`config.mk`:
```
export PLATFORM = sky130hd
export DESIGN_NAME = spi_shift
export DESIGN_NICKNAME = d
export VERILOG_FILES = /design/src/rtl/spi_shift.sv
export SDC_FILE = /design/constraint.sdc
export NUM_CORES = 1
export LEC_CHECK = 0
export BUFFER_PORTS_ARGS = -buffer_cell sky130_fd_sc_hd__buf_2
export CORE_UTILIZATION = 40
export CTS_BUF_LIST = sky130_fd_sc_hd__clkbuf_16
export CTS_CLUSTER_DIAMETER = 150
export DETAILED_ROUTE_END_ITERATION = 10
export PLACE_DENSITY_LB_ADDON = 0.15
export SKIP_CTS_REPAIR_TIMING = 1
export SLEW_MARGIN = 20
export SYNTH_ARGS = -nofsm -noshare
export SYNTH_HDL_FRONTEND = slang
export SYNTH_SLANG_ARGS = --single-unit
```
`constraint.sdc`:
```
create_clock -name clk_in -period 2.3 [get_ports clk_in]
set_input_delay 0.69 -clock clk_in [delete_from_list [all_inputs] [get_ports clk_in]]
set_output_delay 0.69 -clock clk_in [all_outputs]
set_load 0.01 [all_outputs]
```
`src/rtl/spi_shift.sv`:
```
// spi_shift: SPI master shift engine paced by the spi_div half-cycle strobe
module spi_shift #(
  parameter int DW     = 8,
  parameter int CS_DLY = 1
) (
  input  logic          clk_in,
  input  logic          rst_n,
  input  logic          hlf_cyc,
  input  logic          cpha,
  input  logic          lsb_first,
  input  logic          hold_cs,
  input  logic [DW-1:0] tx_data,
  input  logic          tx_valid,
  output logic          tx_ready,
  output logic [DW-1:0] rx_data,
  output logic          rx_valid,
  output logic          clk_run,
  output logic          clk_tog,
  output logic          spi_cs_n,
  output logic          spi_mosi,
  input  logic          spi_miso,
  output logic          busy
);
  localparam int EW = $clog2(2 * DW);
  typedef enum logic [1:0] {IDLE, SETUP, SHIFT, HOLD} state_t;
  state_t        state, state_d;
  logic [3:0]    cnt;
  logic [EW-1:0] ec;
  logic [DW-1:0] sh, rsh, src, nxt, rx_nxt;
  logic          cpha_q, lsb_q, hold_q;
  logic          idle, stb, accept, cnt_done, last_edge, done, ord, ph, cur, entering, present, sample;
  assign idle      = state == IDLE;
  assign stb       = hlf_cyc & ~idle;
  assign accept    = tx_valid & idle;
  assign cnt_done  = stb & (state == SETUP | state == HOLD) & (cnt == 4'(CS_DLY - 1));
  assign last_edge = ec == EW'(2 * DW - 1);
  assign done      = stb & (state == SHIFT) & last_edge;
  // In IDLE the word being accepted is still on the inputs, so bit selection reads them directly.
  assign src       = idle ? tx_data : sh;
  assign ord       = idle ? lsb_first : lsb_q;
  assign ph        = idle ? cpha : cpha_q;
  assign cur       = ord ? src[0] : src[DW-1];
  assign nxt       = ord ? src >> 1 : src << 1;
  assign entering  = (state_d == SHIFT) & (state != SHIFT);
  assign present   = (entering & ~ph) | (stb & (state == SHIFT) & (cpha_q ? ~ec[0] : (ec[0] & ~last_edge)));
  assign sample    = stb & (state == SHIFT) & (cpha_q ? ec[0] : ~ec[0]);
  assign rx_nxt    = lsb_q ? {spi_miso, rsh[DW-1:1]} : {rsh[DW-2:0], spi_miso};
  // State register.
  always_ff @(posedge clk_in or negedge rst_n)
    if (!rst_n) state <= IDLE;
    else state <= state_d;
  // Next state and state-decoded outputs; held CS skips SETUP.
  always_comb begin
    state_d  = state;
    tx_ready = idle;
    busy     = ~idle;
    clk_run  = ~idle;
    clk_tog  = state == SHIFT;
    if (accept) state_d = spi_cs_n ? SETUP : SHIFT;
    if (cnt_done) state_d = (state == SETUP) ? SHIFT : IDLE;
    if (done) state_d = hold_q ? IDLE : HOLD;
  end
  // Datapath: CS, strobe counters, shift registers and receive handshake.
  always_ff @(posedge clk_in or negedge rst_n)
    if (!rst_n) begin
      spi_cs_n <= 1'b1;
      spi_mosi <= 1'b0;
      rx_data  <= '0;
      rx_valid <= 1'b0;
      cnt      <= '0;
      ec       <= '0;
      sh       <= '0;
      rsh      <= '0;
      cpha_q   <= 1'b0;
      lsb_q    <= 1'b0;
      hold_q   <= 1'b0;
    end else begin
      cpha_q   <= accept ? cpha : cpha_q;
      lsb_q    <= accept ? lsb_first : lsb_q;
      hold_q   <= accept ? hold_cs : hold_q;
      spi_cs_n <= accept ? 1'b0 : (cnt_done & state == HOLD) ? 1'b1 : spi_cs_n;
      cnt      <= (state_d != state) ? '0 : cnt + 4'(stb);
      ec       <= (state != SHIFT) ? '0 : stb ? (last_edge ? '0 : ec + 1'b1) : ec;
      sh       <= present ? nxt : accept ? tx_data : sh;
      spi_mosi <= present ? cur : spi_mosi;
      rsh      <= sample ? rx_nxt : rsh;
      rx_data  <= done ? (sample ? rx_nxt : rsh) : rx_data;
      rx_valid <= done;
    end
endmodule

```
### After elaboration in Yosys (flattened, before gate mapping)

Cells that the tools add are included.

* multiplexer cells: 23
* add/subtract/negate cells: 2
* bitwise logic cells: 18
* eq/ne operators: 7
* reductions and logical operators: 5

Operator list (count)
* two-way mux 8 bit: 6
* two-way mux 4 bit: 4
* AND 1 bit: 12
* two-way mux 2 bit: 6
* two-way mux 1 bit: 7
* == test 2 bit (second input constant): 3
* nonzero test 2 bit: 3
* adder 4 x 1 -> 4 bit: 1
* adder 4 x 1 -> 4 bit (second input constant): 1
* == test 4 bit (second input constant): 1
* zero test 4 bit: 1
* NOT 1 bit: 4
* == test 2 x 1 -> 1 bit (second input constant): 1
* zero test 2 bit: 1
* inequality test 2 bit: 1
* inequality test 2 bit (second input constant): 1
* bitwise OR 1 bit: 2

* word-level logic and storage cells: 67
* output and inout bits: 15
* bits in registers: 40
* bits of input ports: 16

### Longest topological paths before layout

Gate-level depths: netlist of the first run.

* depth in word-level cells: 12
* depth in mapped cells: 7
* gate-level depth less buffers: 6

### Worst setup path after synthesis of the first run

OpenSTA, ideal clock, no wires.

* kind: register to output
* from: register state[0]
* to: output port clk_run
* slack: 335 ps
* data required time: 1610 ps
* cell stages (with the launch flop): 5
* buffers on the path: 2
* arrival time: 1275 ps
* path through: dfrtp_1 nor2_1 clkbuf_1 inv_1 buf_4

* cells in the longest elaborated chain, start to end: 2

RTL lines
* start, declared: line 26 `state_t state, state_d;`
* start signal, assigned: line 51 `else state <= state_d;`
* zero test 2 bit: line 32 `assign idle = state == IDLE;`
* via tx_ready: line 14 `output logic tx_ready,`
* NOT 1 bit
* end, declared: line 17 `output logic clk_run,`

The timed path passes the listed nets, and every way through them passes these cells.

### Worst setup path after layout of the first run

* from: register state[0]
* to: register spi_mosi

* cells in the longest elaborated chain, start to end: 11

RTL lines
* zero test 2 bit: line 32
* NOT 1 bit: line 33 `assign stb = hlf_cyc & ~idle;`
* AND 1 bit: line 33
* AND 1 bit (2 in series): line 35 `assign cnt_done = stb & (state == SETUP | state == HOLD) & (cnt == 4'(CS_DLY - 1));`
* two-way mux 2 bit: line 60 `if (cnt_done) state_d = (state == SETUP) ? SHIFT : IDLE;`
* two-way mux 2 bit: line 61 `if (done) state_d = hold_q ? IDLE : HOLD;`
* == test 2 bit: line 44 `assign entering = (state_d == SHIFT) & (state != SHIFT);`
* AND 1 bit: line 44
* AND 1 bit: line 45 `assign present = (entering & ~ph) | (stb & (state == SHIFT) & (cpha_q ? ~ec[0] : (ec[0] & ~last_edge)));`
* bitwise OR 1 bit: line 45
* end signal, assigned: line 85 `spi_mosi <= present ? cur : spi_mosi;`
* end, declared: line 20 `output logic spi_mosi,`

Parallel ways exist; a longest one is shown, timed or not.
A chain may end at the register's enable or synchronous reset.

==> metrics.cfg, run 1 <==
[detailed_routing]
detail_route.wirelength_mm = 4.42
routedWlPerCell_um = 15.0
dr_total_vias = 1510
ant_nets = 0
route.detailed.drc = 0
drt_iter0_markers = 24
viasPerCell = 5.14
dr.pass1.iters = 4

[critical_path]
regToRegSetupSlack_ns = 0.25
critPathLaunchType = flop
critical_path_arrival_ns = 2.21
required_ns = 2.46
worst-path-max-fanout = 8
timing.rr.end = spi_mosi$_DFFE_PN0P_
worstSetupEndpointType = flop
endpoint = spi_mosi$_DFFE_PN0P_
r2r-start = state[0]$_DFF_PN0_
worstRegToRegCells = 5
path_class = flop to flop
setup.worst_path.start = state[0]$_DFF_PN0_

[floorplanning]
design.core.area_um2 = 5200
die-area_um2 = 5780
rows = 26
ios = 31
die_w_um = 76.1
initial_core_util = 0.421
die_h_um = 76.1

[outcome]
status = finished clean

[yosys]
synth_ff_type = dfrtp_1
syn_area_per_cell_um2 = 11.7
yosysSeqAreaShare = 0.457
yosys_warnings = 0
syn-instance-count = 188
synth_edf_count = 0
yosysUniqueCellTypes = 42
syn_nets = 207
ys_ff_latch = 40
synthArstFlopShare = 1.00
syn_area_um2 = 2190

[timing]
setup_viol = 0
period_minus_slack_ns = 2.05
worst_pin_slew_ns = 0.506
fin_crit_sh = 0.889
final-hold-violation-count = 0
setup_ws_ns = 0.255
holdWs_ns = 0.465
slew_headroom = 0.663
finalSetupTns_ns = 0
slew_violations = 0
rsz0062_at_grt = no
fmax_mhz = 489
skew_ns = 0.00322

[clock_tree]
clkLatencyLatePin_ns = 0.28
numCtsBuffers = 5
root_buffer = clkbuf_16
clock_path_buffers = 2
htreeDepth = 2
cts.reportedPaths.clkPinSlew_ns = 0.06
cts.sink_count = 40
cts_tree = built

[layout]
nNetsFinal = 242
antenna_cells = 0
post-route-util = 0.498
area_growth_pct = 18.1
fin_area_um2 = 2590
final_common_cell = dfrtp_1
final_cell_mix = 39 x dfrtp_1, 30 x buf_2, 25 x mux2_2, 24 x mux2i_1, 13 x nand2_1
nFillCells = 484
layoutNonFillerInstCount = 294
layout-drive-gt1-share = 0.353

[hold_path]
hold_path.class = input pin to async pin

[power]
internal_power_mw = 2.17
sw_frac_of_total = 0.334
p_leak_nw = 1.23
pwr-share-seq = 0.387
power_density_nw_per_um2 = 1260
power_mw = 3.25
ir_drop_v = 0.000518
clockPowerShare = 0.239
switchingPower_mw = 1.09
pwr-share-comb = 0.374

[placement]
pre_cts_slack_ns = 0.0304
place_hpwl_mm = 3.21
numPortBuffers = 30
place_congestion = 0.860
dpl_cell_area_um2 = 2430
place_inst = 286

[global_routing]
antenna_found_initial = 0
grt_pass1_vias = 1535
grt_max_degree = 41
grt.total_usage = 0.166
grt_overflow = 0
grt_pass1_wl_mm = 7.57

[run]
drv_cap = 0

## critical path, cell delays in order, from the launching register on
cell      delay, ns
dfrtp_1        0.48
nor4b_4        0.36
a221oi_2       0.14
o41ai_2        0.38
buf_4          0.26
mux2_4         0.31
## state kept, by name (all words and copies together) (netlist names)
register,cells
lsb_q,1
spi_mosi,1
spi_cs_n,1
state,2
rx_valid,1
cnt,4
cpha_q,1
rsh,8
hold_q,1
sh,8
rx_data,8
ec,4
## final cells by class
cell class | instances | area [µm²] | share of cell area
inverter | 7 | 26.3 | 0.0101
timing repair buffer | 38 | 210 | 0.0811
clock inverter | 3 | 38.8 | 0.0150
clock buffer | 5 | 125 | 0.0483
multi-input combinational | 131 | 1100 | 0.425
tap | 70 | 87.6 | 0.0338
sequential | 40 | 1000 | 0.387
## power groups by stage
stage          clock (mW)  combinational [mW]  sequential (mW)
6_report            0.777                1.22             1.26
5_1_grt             0.823                1.37             1.30
4_1_cts             0.793                1.24             1.26
3_5_place_dp            0                1.23             1.27
3_3_place_gp            0                1.18             1.25
2_1_floorplan           0               0.953             1.20
## layer usage
metal | share of wire | up-vias | global-route usage | wire [µm]
li1 | - | 736 | - | -
met1 | 0.47 | 734 | 0.220 | 2100
met2 | 0.48 | 33 | 0.262 | 2100
met3 | 0.036 | 7 | 0.0455 | 160
met4 | 0.014 | 0 | 0.0596 | 61
met5 | 0 | - | 0 | 0
## synthesized netlist by cell type (2+ instances only)
cell type	number	share of area
o21ai_0	8	0.018
mux2i_1	24	0.11
mux2_2	25	0.13
nand3_1	2	0.0046
or3_1	2	0.0057
xnor2_1	2	0.0080
inv_1	7	0.012
buf_2	4	0.0091
nand2_1	13	0.022
clkbuf_1	3	0.0051
xor2_1	2	0.0080
and2_1	3	0.0086
nor3_1	4	0.0091
dfrtp_1	39	0.44
nor2b_1	3	0.0086
a21oi_1	3	0.0068
nor2_1	8	0.014
ha_1	3	0.017
mux2_1	8	0.041
a31oi_1	3	0.0086
## worst min path at each step
stage | start | endpoint | slack, ns | depth (start not counted)
3_5_place_dp | rx_data[4]$_DFFE_PN0P_ | rx_data[4]$_DFFE_PN0P_ | 0.50 | 1
5_1_grt | rst_n | rx_valid$_DFF_PN0_ | 0.51 | 2
4_1_cts | rst_n | ec[0]$_DFFE_PN0P_ | 0.50 | 2
2_1_floorplan | rst_n | cnt[0]$_DFF_PN0_ | 0.39 | 0
6_report | rst_n | ec[0]$_DFFE_PN0P_ | 0.46 | 2
3_3_place_gp | rx_data[1]$_DFFE_PN0P_ | rx_data[1]$_DFFE_PN0P_ | 0.48 | 1
## logic make-up after synthesis
kind of cell / Yosys count / synth area share
mux: 58 / 0.286
simple gates: 43 / 0.111
flops: 40 / 0.457
compound gates: 23 / 0.0719
buf+inv: 17 / 0.0411
xor+xnor: 4 / 0.0160
fa+ha+maj: 3 / 0.0171
(Power assumes the default switching activity.)
==> run 2: changes to the inputs <==
- clock period: 2.3 -> 2.15 ns (I/O delays scaled with it)
==> metrics.cfg, run 2 (synthesis gave the netlist of run 1 again) <==
[critical_path]
max_stage_delay_ns = 0.47  ; about the same
cp_top_family = compound AO/OA/AOI/OAI gates
path_buf_inv = 1  ; unchanged
critical_path_arrival_ns = 2.08  ; -0.13 ns
critPathLaunchType = flop
required_ns = 2.31  ; -0.15 ns
timing.rr.end = spi_mosi$_DFFE_PN0P_
worstPathCellList = nor4b_4, a221oi_2, o41ai_2, buf_4, mux2_4
worstRegToRegCells = 5  ; unchanged
worstSetupEndpointType = flop
regToRegSetupSlack_ns = 0.23  ; -0.03 ns
path_class = flop to flop
r2r-start = state[0]$_DFF_PN0_
worst-path-max-fanout = 8  ; unchanged
crit_slowest_cell = dfrtp_1

[clock_tree]
cts.sink_count = 40  ; unchanged
cts_tree = built
cts.reportedPaths.clkPinSlew_ns = 0.06  ; about the same
htreeDepth = 2  ; unchanged
root_buffer = clkbuf_16
numCtsBuffers = 5  ; unchanged
clkLatencyLatePin_ns = 0.28  ; about the same
clock_path_buffers = 2  ; unchanged

[timing]
holdWs_ns = 0.331  ; -0.134 ns
rsz0062_at_grt = no
period_minus_slack_ns = 1.92  ; -0.122 ns
worst_pin_slew_ns = 0.512  ; +0.00541 ns
skew_ns = 0.00581  ; +0.00259 ns
fmax_mhz = 520  ; +6.3%
setup_viol = 0  ; unchanged
fin_crit_sh = 0.895  ; +0.00548
final-hold-violation-count = 0  ; unchanged
finalSetupTns_ns = 0  ; unchanged
slew_violations = 0  ; unchanged
setup_ws_ns = 0.227  ; -0.0284 ns
slew_headroom = 0.659  ; -0.00360

[floorplanning]
design.core.area_um2 = 5200  ; unchanged
die_h_um = 76.1  ; unchanged
rows = 26  ; unchanged
die_w_um = 76.1  ; unchanged
ios = 31  ; unchanged
initial_core_util = 0.421  ; unchanged
die-area_um2 = 5780  ; unchanged

[detailed_routing]
drt_iter0_markers = 68  ; +180%
dr.pass1.iters = 4  ; unchanged
ant_nets = 0  ; unchanged
viasPerCell = 5.13  ; -0.14%
detail_route.wirelength_mm = 4.31  ; -2.6%
dr_total_vias = 1513  ; +0.20%
routedWlPerCell_um = 14.6  ; -2.9%
route.detailed.drc = 0  ; unchanged

[layout]
reg.largest.list = rsh (8), rx_data (8), sh (8)
layout-drive-gt1-share = 0.360  ; +0.00732
nFillCells = 480  ; -0.83%
nNetsFinal = 244  ; +0.83%
layoutNonFillerInstCount = 295  ; +0.34%
fin_area_um2 = 2610  ; +0.53%
area_growth_pct = 18.8
antenna_cells = 0  ; unchanged
final_cell_mix = 39 x dfrtp_1, 30 x buf_2, 25 x mux2_2, 24 x mux2i_1, 13 x nand2_1
final_common_cell = dfrtp_1

[run]
drv_cap = 0  ; unchanged

[power]
ir_drop_v = 0.000542  ; +4.7%
power_density_nw_per_um2 = 1300  ; +3.7%
p_leak_nw = 1.22  ; -0.29%

[outcome]
status = finished clean

[placement]
pre_cts_slack_ns = 0.0523  ; +0.0219 ns
place_congestion = 0.823  ; -4.3%
numPortBuffers = 30  ; unchanged
dpl_cell_area_um2 = 2470  ; +1.6%
place_inst = 288  ; +0.70%
place_hpwl_mm = 3.20  ; -0.39%

[global_routing]
antenna_found_initial = 0  ; unchanged
grt_pass1_wl_mm = 7.56  ; -0.18%
grt_max_degree = 24  ; -41%
grt_overflow = 0  ; unchanged
grt_pass1_vias = 1553  ; +1.2%
grt.total_usage = 0.164  ; -0.00259

[hold_path]
hold_path.class = input pin to async pin

[run 2: layout make-up]
cell class | count | area [µm²] | area share
sequential | 40 | 1000 | 0.385
clock inverter | 2 | 12.5 | 0.00480
clock buffer | 5 | 125 | 0.0480
multi-input combinational | 131 | 1100 | 0.423
timing repair buffer | 40 | 250 | 0.0961
tap | 70 | 87.6 | 0.0336
inverter | 7 | 26.3 | 0.0101
[run 2: stage by stage]
step	util	total power, mW
finish	0.500	3.39
global route	0.500	3.64
CTS	0.500	3.42
detailed placement	0.474	2.70
global placement	0.474	2.64
floorplan	-	2.30
[run 2: report_power, final]
part | switching (mW) | total (mW) | internal [mW]
combinational | 0.593 | 1.34 | 0.749
sequential | 0.280 | 1.34 | 1.06
clock | 0.285 | 0.705 | 0.421
[run 2: worst max-delay path by stage]
stage                     slack [ns]          startpoint                    to  cells past startpoint
after floorplan                 0.23  state[0]$_DFF_PN0_               clk_run                      4
after global placement          0.08            tx_valid  spi_mosi$_DFFE_PN0P_                      6
after detailed placement        0.05            tx_valid     sh[5]$_DFFE_PN0P_                      7
after CTS                       0.21  state[1]$_DFF_PN0_                  busy                      3
after global routing            0.11  state[0]$_DFF_PN0_     sh[2]$_DFFE_PN0P_                      6
final                           0.23  state[0]$_DFF_PN0_  spi_mosi$_DFFE_PN0P_                      5
[run 2: metal layers]
layer,share of wire,up-vias,GRT usage,wire length [µm]
met1,0.47,733,0.210,2020
met3,0.038,6,0.0431,164
met5,0,-,0,0
met4,0.012,0,0.0519,53
met2,0.48,26,0.270,2070
li1,-,748,-,-
==> run 3: changes to the inputs <==
- CTS_BUF_LIST: sky130_fd_sc_hd__clkbuf_16 -> not set
- SLEW_MARGIN: 20 -> not set
==> metrics.cfg, run 3 (synthesis gave the netlist of run 1 again) <==
[run]
drv_cap = 0  ; unchanged

[global_routing]
grt_pass1_wl_mm = 7.54  ; -0.19%
grt_overflow = 0  ; unchanged
grt_pass1_vias = 1553  ; unchanged
grt_max_degree = 24  ; unchanged
antenna_found_initial = 0  ; unchanged
grt.total_usage = 0.163  ; -0.00121

[clock_tree]
cts.sink_count = 40  ; unchanged
cts.reportedPaths.clkPinSlew_ns = 0.08  ; +0.02 ns
numCtsBuffers = 5  ; unchanged
htreeDepth = 2  ; unchanged
root_buffer = clkbuf_8
clkLatencyLatePin_ns = 0.29  ; about the same
cts_tree = built
clock_path_buffers = 2  ; unchanged

[critical_path]
worstRegToRegCells = 5  ; unchanged
crit_slowest_cell = dfrtp_1
max_stage_delay_ns = 0.47  ; about the same
worst-path-max-fanout = 8  ; unchanged
worstPathCellList = nor2_1, inv_1, buf_2
required_ns = 1.50  ; -0.81 ns
path_class = flop to output pin
cp_top_family = flip-flops
cp.depth = 3  ; -2
critical_path_arrival_ns = 1.29  ; -0.79 ns
path_buf_inv = 2  ; +1
worstSetupEndpointType = output pin
critPathLaunchType = flop

[layout]
nNetsFinal = 244  ; unchanged
layoutNonFillerInstCount = 295  ; unchanged
final_common_cell = dfrtp_1
antenna_cells = 0  ; unchanged
area_growth_pct = 16.2
reg.largest.list = rsh (8), rx_data (8), sh (8)
layout-drive-gt1-share = 0.360  ; unchanged
final_cell_mix = 39 x dfrtp_1, 30 x buf_2, 25 x mux2_2, 24 x mux2i_1, 13 x nand2_1

[detailed_routing]
detail_route.wirelength_mm = 4.32  ; +0.30%
route.detailed.drc = 0  ; unchanged
ant_nets = 0  ; unchanged
dr.pass1.iters = 4  ; unchanged
viasPerCell = 5.13  ; about the same
routedWlPerCell_um = 14.6  ; +0.30%
top_layer = met4
dr_total_vias = 1512  ; -0.066%
drt_iter0_markers = 41  ; -40%
wl_met3_um = 152  ; -7.3%
wl_met2_mm = 2.08  ; +0.73%
wl_met1_mm = 2.05  ; +1.2%

[power]
internal_power_mw = 2.03  ; -9.1%
power_density_nw_per_um2 = 1240  ; -4.6%
pwr-share-seq = 0.424  ; +0.028
p_leak_nw = 1.20  ; -2.1%
ir_drop_v = 0.000504  ; -7.2%
pwr-share-comb = 0.424  ; +0.028
switchingPower_mw = 1.14  ; -1.9%
sw_frac_of_total = 0.359  ; +0.0173
clockPowerShare = 0.151  ; -0.057

[floorplanning]
die-area_um2 = 5780  ; unchanged
initial_core_util = 0.421  ; unchanged
die_w_um = 76.1  ; unchanged
die_h_um = 76.1  ; unchanged
design.core.area_um2 = 5200  ; unchanged
rows = 26  ; unchanged
ios = 31  ; unchanged

[timing]
final-hold-violation-count = 0  ; unchanged
slew_headroom = 0.656  ; -0.00328
setup_viol = 0  ; unchanged
fin_crit_sh = 0.902  ; +0.00730
period_minus_slack_ns = 1.94  ; +0.0157 ns
skew_ns = 0.00899  ; +0.00319 ns
worst_pin_slew_ns = 0.517  ; +0.00492 ns
fmax_mhz = 516  ; -0.81%
slew_violations = 0  ; unchanged
rsz0062_at_grt = no
finalSetupTns_ns = 0  ; unchanged

[placement]
place_congestion = 0.823  ; unchanged
place_hpwl_mm = 3.20  ; unchanged
place_inst = 288  ; unchanged
numPortBuffers = 30  ; unchanged

[hold_path]
hold_path.class = input pin to async pin

[outcome]
status = finished clean

==> run 3: area by class of cell <==
type / count / area, µm²
Fill cell: 483 / 2660
Multi-Input combinational cell: 131 / 1100
Sequential cell: 40 / 1000
Timing Repair Buffer: 40 / 250
Tap cell: 70 / 87.6
Clock buffer: 5 / 68.8
Inverter: 7 / 26.3
Clock inverter: 2 / 12.5
==> run 3: power groups by stage <==
stage	registers [mW]	clock network [mW]	logic, mW
after floorplan	1.28	0	1.02
after global placement	1.34	0	1.30
after detailed placement	1.35	0	1.35
after CTS	1.34	0.500	1.36
after global routing	1.39	0.527	1.49
final	1.34	0.479	1.34
==> run 3: path summary, 6_finish.rpt <==
check	endpoint	slack [ns]	start
max in group asynchronous	sh[6]$_DFFE_PN0P_	1.25	rst_n
worst max-delay path	busy	0.21	state[0]$_DFF_PN0_
worst min-delay path	ec[1]$_DFFE_PN0P_	0.32	rst_n
min in group clk_in	rsh[7]$_DFF_PN0_	0.51	rsh[7]$_DFF_PN0_
worst max register to register	spi_mosi$_DFFE_PN0P_	0.22	state[0]$_DFF_PN0_
worst min register to register	rsh[7]$_DFF_PN0_	0.51	rsh[7]$_DFF_PN0_
==> run 3: metrics by stage <==
| stage | cell area, µm² | setup slack, ns | hold slack (ns) | util | power, mW |
|---|---|---|---|---|---|
| 3_5_place_dp | 2470 | 0.0523 | 0.493 | 0.474 | 2.70 |
| 6_report | 2550 | 0.211 | 0.318 | 0.490 | 3.17 |
| 4_1_cts | 2550 | 0.195 | 0.336 | 0.490 | 3.20 |
| 5_1_grt | 2550 | 0.0929 | 0.355 | 0.490 | 3.41 |
| 2_1_floorplan | 2190 | 0.230 | 0.349 | - | 2.30 |
| 3_3_place_gp | 2470 | 0.0810 | 0.482 | 0.474 | 2.64 |
==> run 3: layer usage <==
layer  GRT usage  up-vias
li1            -      744
met1       0.211      738
met2       0.270       25
met3      0.0359        5
met4      0.0519        0
met5           0        -
